`src/rtl/auth_resp_arbiter.sv`:
```
// auth_resp_arbiter: shares one authentication responder among N_REQ requesters
// Ports:
//   clk, reset          - clock, synchronous active-high reset
//   req_valid, req_msg  - per-requester request level and flattened message
//   req_grant/done/timeout/busy - per-requester status back to the front ends
//   resp_req_in, auth_msg_resp_in, slot, Ack_in - drive the responder
//   resp_req_out, current_timeout - responder ready flag and its timeout in cycles
//   active              - high whenever the arbiter is not idle
// Build option: define AUTH_ARB_FIXED_PRIO_EN for fixed lowest-index priority
//   instead of round-robin arbitration.
`ifndef MSG_LEN
`define MSG_LEN 16
`endif

module auth_resp_arbiter #(
    parameter int N_REQ = 4,
    parameter int CNT_W = 32
) (
    input  logic                      clk,
    input  logic                      reset,
    input  logic [N_REQ-1:0]          req_valid,
    input  logic [N_REQ*`MSG_LEN-1:0] req_msg,
    output logic [N_REQ-1:0]          req_grant,
    output logic [N_REQ-1:0]          req_done,
    output logic [N_REQ-1:0]          req_timeout,
    output logic [N_REQ-1:0]          req_busy,
    output logic                      resp_req_in,
    output logic [`MSG_LEN-1:0]       auth_msg_resp_in,
    output logic [1:0]                slot,
    output logic                      Ack_in,
    input  logic                      resp_req_out,
    input  logic [31:0]               current_timeout,
    output logic                      active
);
    typedef enum logic [2:0] {IDLE, GRANT, WAIT_RESP, ACK, TIMEOUT, RELEASE} state_t;
    state_t state_q, state_d;
    logic [1:0] ptr_q, ptr_d, slot_q, slot_d, win;
    logic [N_REQ-1:0] grant_q, grant_d, done_q, done_d, tmo_q, tmo_d, busy_q, busy_d;
    logic [`MSG_LEN-1:0] msg_q, msg_d, win_msg;
    logic rri_q, rri_d, ack_q, ack_d, active_q, active_d;
    logic [CNT_W-1:0] cnt_q, cnt_d, cnt_inc;

    // Winner: lowest pending index at or above the pointer, else lowest overall.
    always_comb begin
        win = 2'd0;
        win_msg = '0;
        for (int i = N_REQ - 1; i >= 0; i--) if (req_valid[i]) win = 2'(i);
        for (int i = N_REQ - 1; i >= 0; i--) if (req_valid[i] && i >= int'(ptr_q)) win = 2'(i);
        for (int i = 0; i < N_REQ; i++) if (win == 2'(i)) win_msg = req_msg[i*`MSG_LEN +: `MSG_LEN];
    end

    // The timeout test uses the incremented count so TIMEOUT follows exactly
    // current_timeout WAIT_RESP cycles.
    assign cnt_inc = (&cnt_q) ? cnt_q : cnt_q + CNT_W'(1);

    always_comb begin
        state_d = state_q;
        ptr_d = ptr_q;
        slot_d = slot_q;
        msg_d = msg_q;
        grant_d = grant_q;
        rri_d = rri_q;
        cnt_d = cnt_q;
        done_d = '0;
        tmo_d = '0;
        ack_d = 1'b0;
        case (state_q)
            IDLE: if (|req_valid) begin
                state_d = GRANT;
                slot_d = win;
                msg_d = win_msg;
                grant_d = N_REQ'(1) << win;
            end
            GRANT: if (!req_valid[slot_q]) begin
                state_d = RELEASE;
                grant_d = '0;
            end else begin
                state_d = WAIT_RESP;
                rri_d = 1'b1;
                cnt_d = '0;
            end
            WAIT_RESP: begin
                cnt_d = cnt_inc;
                if (!req_valid[slot_q]) begin
                    state_d = RELEASE;
                    rri_d = 1'b0;
                    grant_d = '0;
                end else if (resp_req_out) begin
                    state_d = ACK;
                    ack_d = 1'b1;
                    done_d[slot_q] = 1'b1;
                end else if (current_timeout != 32'd0 && cnt_inc >= CNT_W'(current_timeout)) begin
                    state_d = TIMEOUT;
                    tmo_d[slot_q] = 1'b1;
                    rri_d = 1'b0;
                end
            end
            ACK, TIMEOUT: begin
                state_d = RELEASE;
                rri_d = 1'b0;
                grant_d = '0;
            end
            RELEASE: begin
                state_d = IDLE;
`ifndef AUTH_ARB_FIXED_PRIO_EN
                ptr_d = (int'(slot_q) == N_REQ - 1) ? 2'd0 : slot_q + 2'd1;
`endif
            end
            default: state_d = IDLE;
        endcase
        active_d = state_d != IDLE;
        busy_d = (state_d != IDLE) ? req_valid & ~(N_REQ'(1) << slot_d) : '0;
    end

    always_ff @(posedge clk) begin
        if (reset) begin
            state_q <= IDLE;
            ptr_q <= '0;
            slot_q <= '0;
            msg_q <= '0;
            grant_q <= '0;
            done_q <= '0;
            tmo_q <= '0;
            busy_q <= '0;
            rri_q <= 1'b0;
            ack_q <= 1'b0;
            active_q <= 1'b0;
            cnt_q <= '0;
        end else begin
            state_q <= state_d;
            ptr_q <= ptr_d;
            slot_q <= slot_d;
            msg_q <= msg_d;
            grant_q <= grant_d;
            done_q <= done_d;
            tmo_q <= tmo_d;
            busy_q <= busy_d;
            rri_q <= rri_d;
            ack_q <= ack_d;
            active_q <= active_d;
            cnt_q <= cnt_d;
        end
    end

    assign req_grant = grant_q;
    assign req_done = done_q;
    assign req_timeout = tmo_q;
    assign req_busy = busy_q;
    assign resp_req_in = rri_q;
    assign auth_msg_resp_in = msg_q;
    assign slot = slot_q;
    assign Ack_in = ack_q;
    assign active = active_q;
endmodule
```
`config.mk`:
```
export PLATFORM = sky130hd
export DESIGN_NAME = auth_resp_arbiter
export DESIGN_NICKNAME = d
export VERILOG_FILES = /design/src/rtl/auth_resp_arbiter.sv
export SDC_FILE = /design/constraint.sdc
export NUM_CORES = 1
export LEC_CHECK = 0
export ABC_CLOCK_PERIOD_IN_PS = 3400
export CAP_MARGIN = 20
export CORE_UTILIZATION = 41
export CTS_CLUSTER_SIZE = 25
export DETAILED_ROUTE_END_ITERATION = 8
export DONT_BUFFER_PORTS = 1
export MAX_ROUTING_LAYER = met4
export PLACE_DENSITY = 0.6
export SYNTH_ARGS = -nofsm -noshare
export SYNTH_HDL_FRONTEND = slang
export SYNTH_SLANG_ARGS = --single-unit
```
`constraint.sdc`:
```
create_clock -name clk -period 3.4 [get_ports clk]
set_input_delay 0.68 -clock clk [delete_from_list [all_inputs] [get_ports clk]]
set_output_delay 0.68 -clock clk [all_outputs]
set_load 0.005 [all_outputs]
```
Word level (Yosys, flattened, before mapping)

Index checks and enable logic that the tools add are counted.

Output and inout bits: 37
Flip-flop bits (word level): 74
Word-level logic and storage cells: 103
Memories: 0
Bits in read-only memories: 0
Bits in writable memories: 0
Latch bits: 0
Input port bits: 103

Shifts and indexed selects: 2
Multiplexer cells: 36
Add/sub/neg operators: 2
Bitwise operators: 7
Order comparisons: 6
Eq/ne operators: 14
Reductions and logical operators: 24
Multiply operators: 0
Divide/modulo/power cells: 0

Operators by type and width:

| cell                  | number |
|---|---|
| $mux 16               | 4 |
| $mux 32               | 2 |
| $pmux 32 s2           | 1 |
| $add 32x1->32 const B | 1 |
| $ge 32x32->1          | 1 |
| $reduce_and 32->1     | 1 |
| $reduce_bool 32->1    | 1 |
| $mux 2                | 10 |
| $mux 3                | 5 |
| $pmux 3 s4            | 1 |
| $pmux 4 s3            | 1 |
| $reduce_bool 3->1     | 3 |
| $mux 4                | 2 |
| $reduce_or 4->1       | 2 |
| $shl 1x2->4 const A   | 2 |
| $mux 1                | 7 |
| $eq 3x2->1 const B    | 2 |
| $eq 3x3->1 const B    | 2 |
| $ne 2x2->1 const B    | 3 |
| $ne 3x3->1 const B    | 2 |
| $reduce_or 2->1       | 3 |
| $logic_and 1x1->1     | 5 |
| $not 1->1             | 5 |
| $reduce_or 5->1       | 1 |
| 20 further kinds      | 24 |

Logic depth before layout (Yosys ltp)

Depth in word-level cells: 12
Mapped depth: 14
Depth with buffers taken out: 12

Worst setup path before layout

Ideal clock, no wire load.

Kind: register to register
From: register cnt_q[0]
To: register rri_q (netlist: resp_req_in)
Library setup time: 0.116 ns
Clock period less this slack: 3.339 ns
Cell stages (with the launch flop): 13
Path buffers: 1
Setup slack: 0.061 ns
Required time: 3.284 ns
Arrival: 3.222 ns
Cell sequence: dfxtp_1 -> ha_1 -> and2_1 -> clkbuf_1 -> nand4_1 -> nor4_1 -> xor2_1 -> ha_1 -> nand4_1 -> nor4_1 -> nand4_1 -> a311o_1 -> a41o_1

Longest elaborated chain between the ends: 6
Elaborated cells between the ends (all ways): 7
Those cells by class: add/sub: 1; order compare: 1; eq/ne: 1; mux: 1; reduce/logical: 3

Ends and longest elaborated chain:

| element                                                   | line | source |
|---|---|---|
| start, declared                                           | 41   | `logic [CNT_W-1:0] cnt_q, cnt_d, cnt_inc;` |
| start signal, assigned                                    | 141  | `cnt_q <= cnt_d;` |
| $add 32x1->32 / $reduce_and 32->1 (equally long branches) | 54   | `assign cnt_inc = (&cnt_q) ? cnt_q : cnt_q + CNT_W'(1);` |
| $mux 32 *                                                 | 54   |  |
| $ge 32x32->1 *                                            | 92   | `end else if (current_timeout != 32'd0 && cnt_inc >= CNT_W'(current_timeout)) begin` |
| $logic_and 1x1->1 *                                       | 92   |  |
| $ne 3x3->1 (no source line) *                             | n/a  |  |
| $reduce_and 4->1 (no source line) *                       | n/a  |  |
| end signal, assigned                                      | 138  | `rri_q <= rri_d;` |
| end, declared                                             | 40   | `logic rri_q, rri_d, ack_q, ack_d, active_q, active_d;` |

Every way passes the cells marked *; elsewhere a longest branch is shown, timed or not.
A chain may end at the register's enable or synchronous reset.

Final worst setup path

From: register cnt_q[10]
To: register tmo_q[1] (netlist: req_timeout[1])

Longest elaborated chain between the ends: 6
Elaborated cells between the ends (all ways): 7
Those cells by class: add/sub: 1; order compare: 1; mux: 1; bitwise: 1; reduce/logical: 3

Ends and longest elaborated chain:

| element                                                   | line | source |
|---|---|---|
| $add 32x1->32 / $reduce_and 32->1 (equally long branches) | 54   |  |
| $mux 32 *                                                 | 54   |  |
| $ge 32x32->1 *                                            | 92   |  |
| $logic_and 1x1->1 *                                       | 92   |  |
| $not 1->1 (no source line) *                              | n/a  |  |
| $reduce_or 5->1 (no source line) *                        | n/a  |  |
| end signal, assigned                                      | 136  | `tmo_q <= tmo_d;` |
| end, declared                                             | 38   | `logic [N_REQ-1:0] grant_q, grant_d, done_q, done_d, tmo_q, tmo_d, busy_q, busy_d;` |

Marked as above.

==> results.txt <==
die height -> 117 µm
Placeable Area -> 0.0127 mm²
sequential fraction of the synthesis area -> 27.4%
CTS tree -> built
# setup viols final -> 0
routed wire length -> 16200 µm
Final HPWL DP -> 12100 µm
H-tree levels -> 3
fmax -> 0.307 GHz
Buffers on Ports -> 0
reg2reg start -> cnt_q[10]
status -> complete, no violations
worst hold stages -> 1
Non-Filler Instances -> 895
FF-to-FF path depth -> 13
most used cell, CP -> buf_4
# IOs -> 140
final slew viol count -> 0
number of routed nets with antenna violations -> 0
Vias/cell -> 6.00
cell taking the most area after synthesis -> dfxtp_1
Slew Limit Headroom -> 40.3%
Worst setup EP type -> register
Initial Utilization -> 42.5%
most area-consuming cells after synthesis -> dfxtp_1 (27%), ha_1 (8.6%), nor4b_1 (5.2%)
vias in the first global route -> 5195
Cell Chain, Critical Path -> and4_4 -> buf_4 -> nand4_1 -> buf_4 -> or3_4 -> xnor2_2 -> ha_1 -> nand2b_1 -> a2111o_1 -> o2111ai_1 -> a311o_1 -> buf_6 -> a21oi_1
GRT Util Overall -> 24.5%
crit path time final -> 3260 ps
1st-pass router iterations -> 5
required time worst endpoint -> 3630 ps
Slowest-stage cell, CP -> or3_4
Max-Cap Viols -> 0
Leak -> 2.65 nW
DR DRC count -> 0
FF+latch count, synth -> 74
syn_area_per_cell -> 8.10 µm²
CTS Buf Count -> 9
Post-synth EDFFs -> 0
Period Utilization, post-route -> 95.8%
Root Buffer -> clkbuf_16
Yosys Warn Count -> 0
hold path startpoint -> reset
Pwr Density -> 375 mW/mm²
Placed Cells -> 876
clock tree buffer depth -> 2
WS Path Type -> register to register
CP peak stage delay -> 410 ps
fin nets -> 857
delay-heaviest family, CP -> simple AND/OR/NAND/NOR gates
layout cells sized above 1 -> 20.8%
CTS clk-pin slew, worst paths -> 70 ps
reg2reg setup slack -> 140 ps
pin count of the biggest net entering global routing -> 38
Synth top area share -> 27.4%
Cell variety after synth -> 73
drt first-iter violations -> 355
critical path launch point type -> register
Synth Net Count -> 807
DIE AREA -> 0.0136 mm²
synth-to-layout area growth -> 21.2%
initial antenna violation count -> 1
Total Power -> 2.46 mW
Std-Cell Rows -> 41
Tightest Pin Transition -> 895 ps
worst hold-check path type -> input pin to register
Routed WL per cell -> 18.1 µm
Netlist Area Pre-Place -> 0.00541 mm²
clock sink total -> 74
global-route wire length before repair -> 25000 µm
Max VDD drop -> 0.000292 V
Crit Path Max Fanout -> 6
via count -> 5373
worst hold endpoint -> slot[0]
final estimated routing congestion in global placement -> 0.867
reg2reg end -> req_timeout[1]
hold buffer count at CTS -> 0
count leader, synth -> dfxtp_1
Final Hold Viols -> 0
Main synth FF type -> dfxtp_1
die width -> 117 µm
most frequent cells after synthesis -> dfxtp_1 (74), nand2_1 (59), a21oi_1 (41), inv_1 (40), ha_1 (37)
Clk Latency, worst-skew pair -> 340 ps
Arrival @ worst endpoint -> 3480 ps
FFs w/ async S/R, synth -> 0%
total gr overflow -> 0
skew final -> 6.20 ps
Post-Syn Instances -> 667
worst path buffer plus inverter count -> 3
cell usage in the layout, fill, tap and decap left out, drive strengths merged, types with 3 or more instances in the layout:
cell type  instances
a31o               3
nand2b             7
nor4              18
a21oi             41
xor2              15
xnor2             14
and2              12
nor4b             32
and3               7
nor3              19
ha                37
nand4             17
a221o              3
dfxtp             74
o21ai             26
a31oi             16
nand3b            16
clkbuf            10
a32oi              4
a21o               4
nand2             59
nand3             14
buf               86
nor2              26
o2111ai            3
a22o               4
inv               42
and4               4
o211ai             3
a41oi              3
a311oi             4
or3                6
o31ai             17
or4                3
a32o               5
o21a               5
a211oi            33
registers in the layout, indices dropped and copies added, names as in the netlist, 3 cells and up:
register	cells
cnt_q	32
auth_msg_resp_in	16
req_busy	4
req_done	4
req_grant	4
req_timeout	4
state_q	3
through the flow:
stage | cell area (µm²) | TNS [ps] | setup slack, ps | hold slack (ps) | utilization, %
3_5_place_dp | 6060 | -465 | -90.3 | 498 | 47.6
3_3_place_gp | 6060 | -76.3 | -13.8 | 487 | 47.6
2_1_floorplan | 5410 | 0 | 61.5 | 466 | -
6_report | 6550 | 0 | 143 | 405 | 51.5
5_1_grt | 6550 | -160 | -41.4 | 388 | 51.5
4_1_cts | 6420 | 0 | 9.38 | 392 | 50.4
repair_timing:
action                     CTS  global route
hold endpoints to repair     0             0
gates resized for setup      5            28
setup endpoints to repair    7             7
pin swaps                    1             5
buffers inserted             0             1
report_power, final:
group | switching [mW] | total (mW) | internal (mW) | leakage [nW]
Combinational | 0.230 | 0.378 | 0.148 | 1.88
Sequential | 0.0677 | 0.994 | 0.927 | 0.607
Clock | 0.410 | 1.08 | 0.673 | 0.165
Total | 0.707 | 2.46 | 1.75 | 2.65
worst register-to-register path, delay by kind of cell, from the launching register on:
kind            cells  cell delay (ps)
compound gates      4              870
xor+xnor            1              150
buf+inv             3              470
flops               1              380
simple gates        4              980
fa+ha+maj           1              270
routing by layer:
layer / vias up / global-route usage [%] / share of wire [%]
met3: 35 / 4.99 / 6.3
met4: 0 / 10.9 / 3.1
met2: 184 / 41.1 / 49
met1: 2521 / 28.3 / 42
met5: - / - / 0
li1: 2633 / - / -
kinds of logic (layout without fill, tap and decap cells):
family / count (synthesis) / after routing / share of synthesized area [%]
multiplexers: 3 / 3 / 0.787
flip-flops: 74 / 74 / 27.4
buffers and inverters: 87 / 142 / 6.55
AO/OA/AOI/OAI: 189 / 189 / 24.2
other: 0 / 1 / 0
AND/OR/NAND/NOR: 248 / 248 / 27.8
adder cells (fa/ha/maj): 37 / 37 / 8.56
XOR/XNOR: 29 / 29 / 4.70
layout make-up:
class / count / area [µm²]
inverter: 40 / 150
clock inverter: 6 / 97.6
antenna: 1 / 2.50
multi-input combinational: 506 / 3680
clock buffer: 10 / 239
sequential: 74 / 1500
timing repair buffer: 86 / 669
tap: 172 / 215
fill: 1235 / 6170
worst max path at each step:
stage | from | slack, ps | endpoint | cells past startpoint
floorplan | cnt_q[0] | 60 | resp_req_in | 12
global placement | cnt_q[27] | -10 | req_timeout[1] | 11
detailed placement | cnt_q[4] | -90 | req_timeout[1] | 11
CTS | cnt_q[0] | 9 | req_timeout[1] | 13
global route | cnt_q[19] | -40 | resp_req_in | 12
finish | cnt_q[10] | 140 | req_timeout[1] | 13
Note: power is estimated with default switching activity, not from simulation.
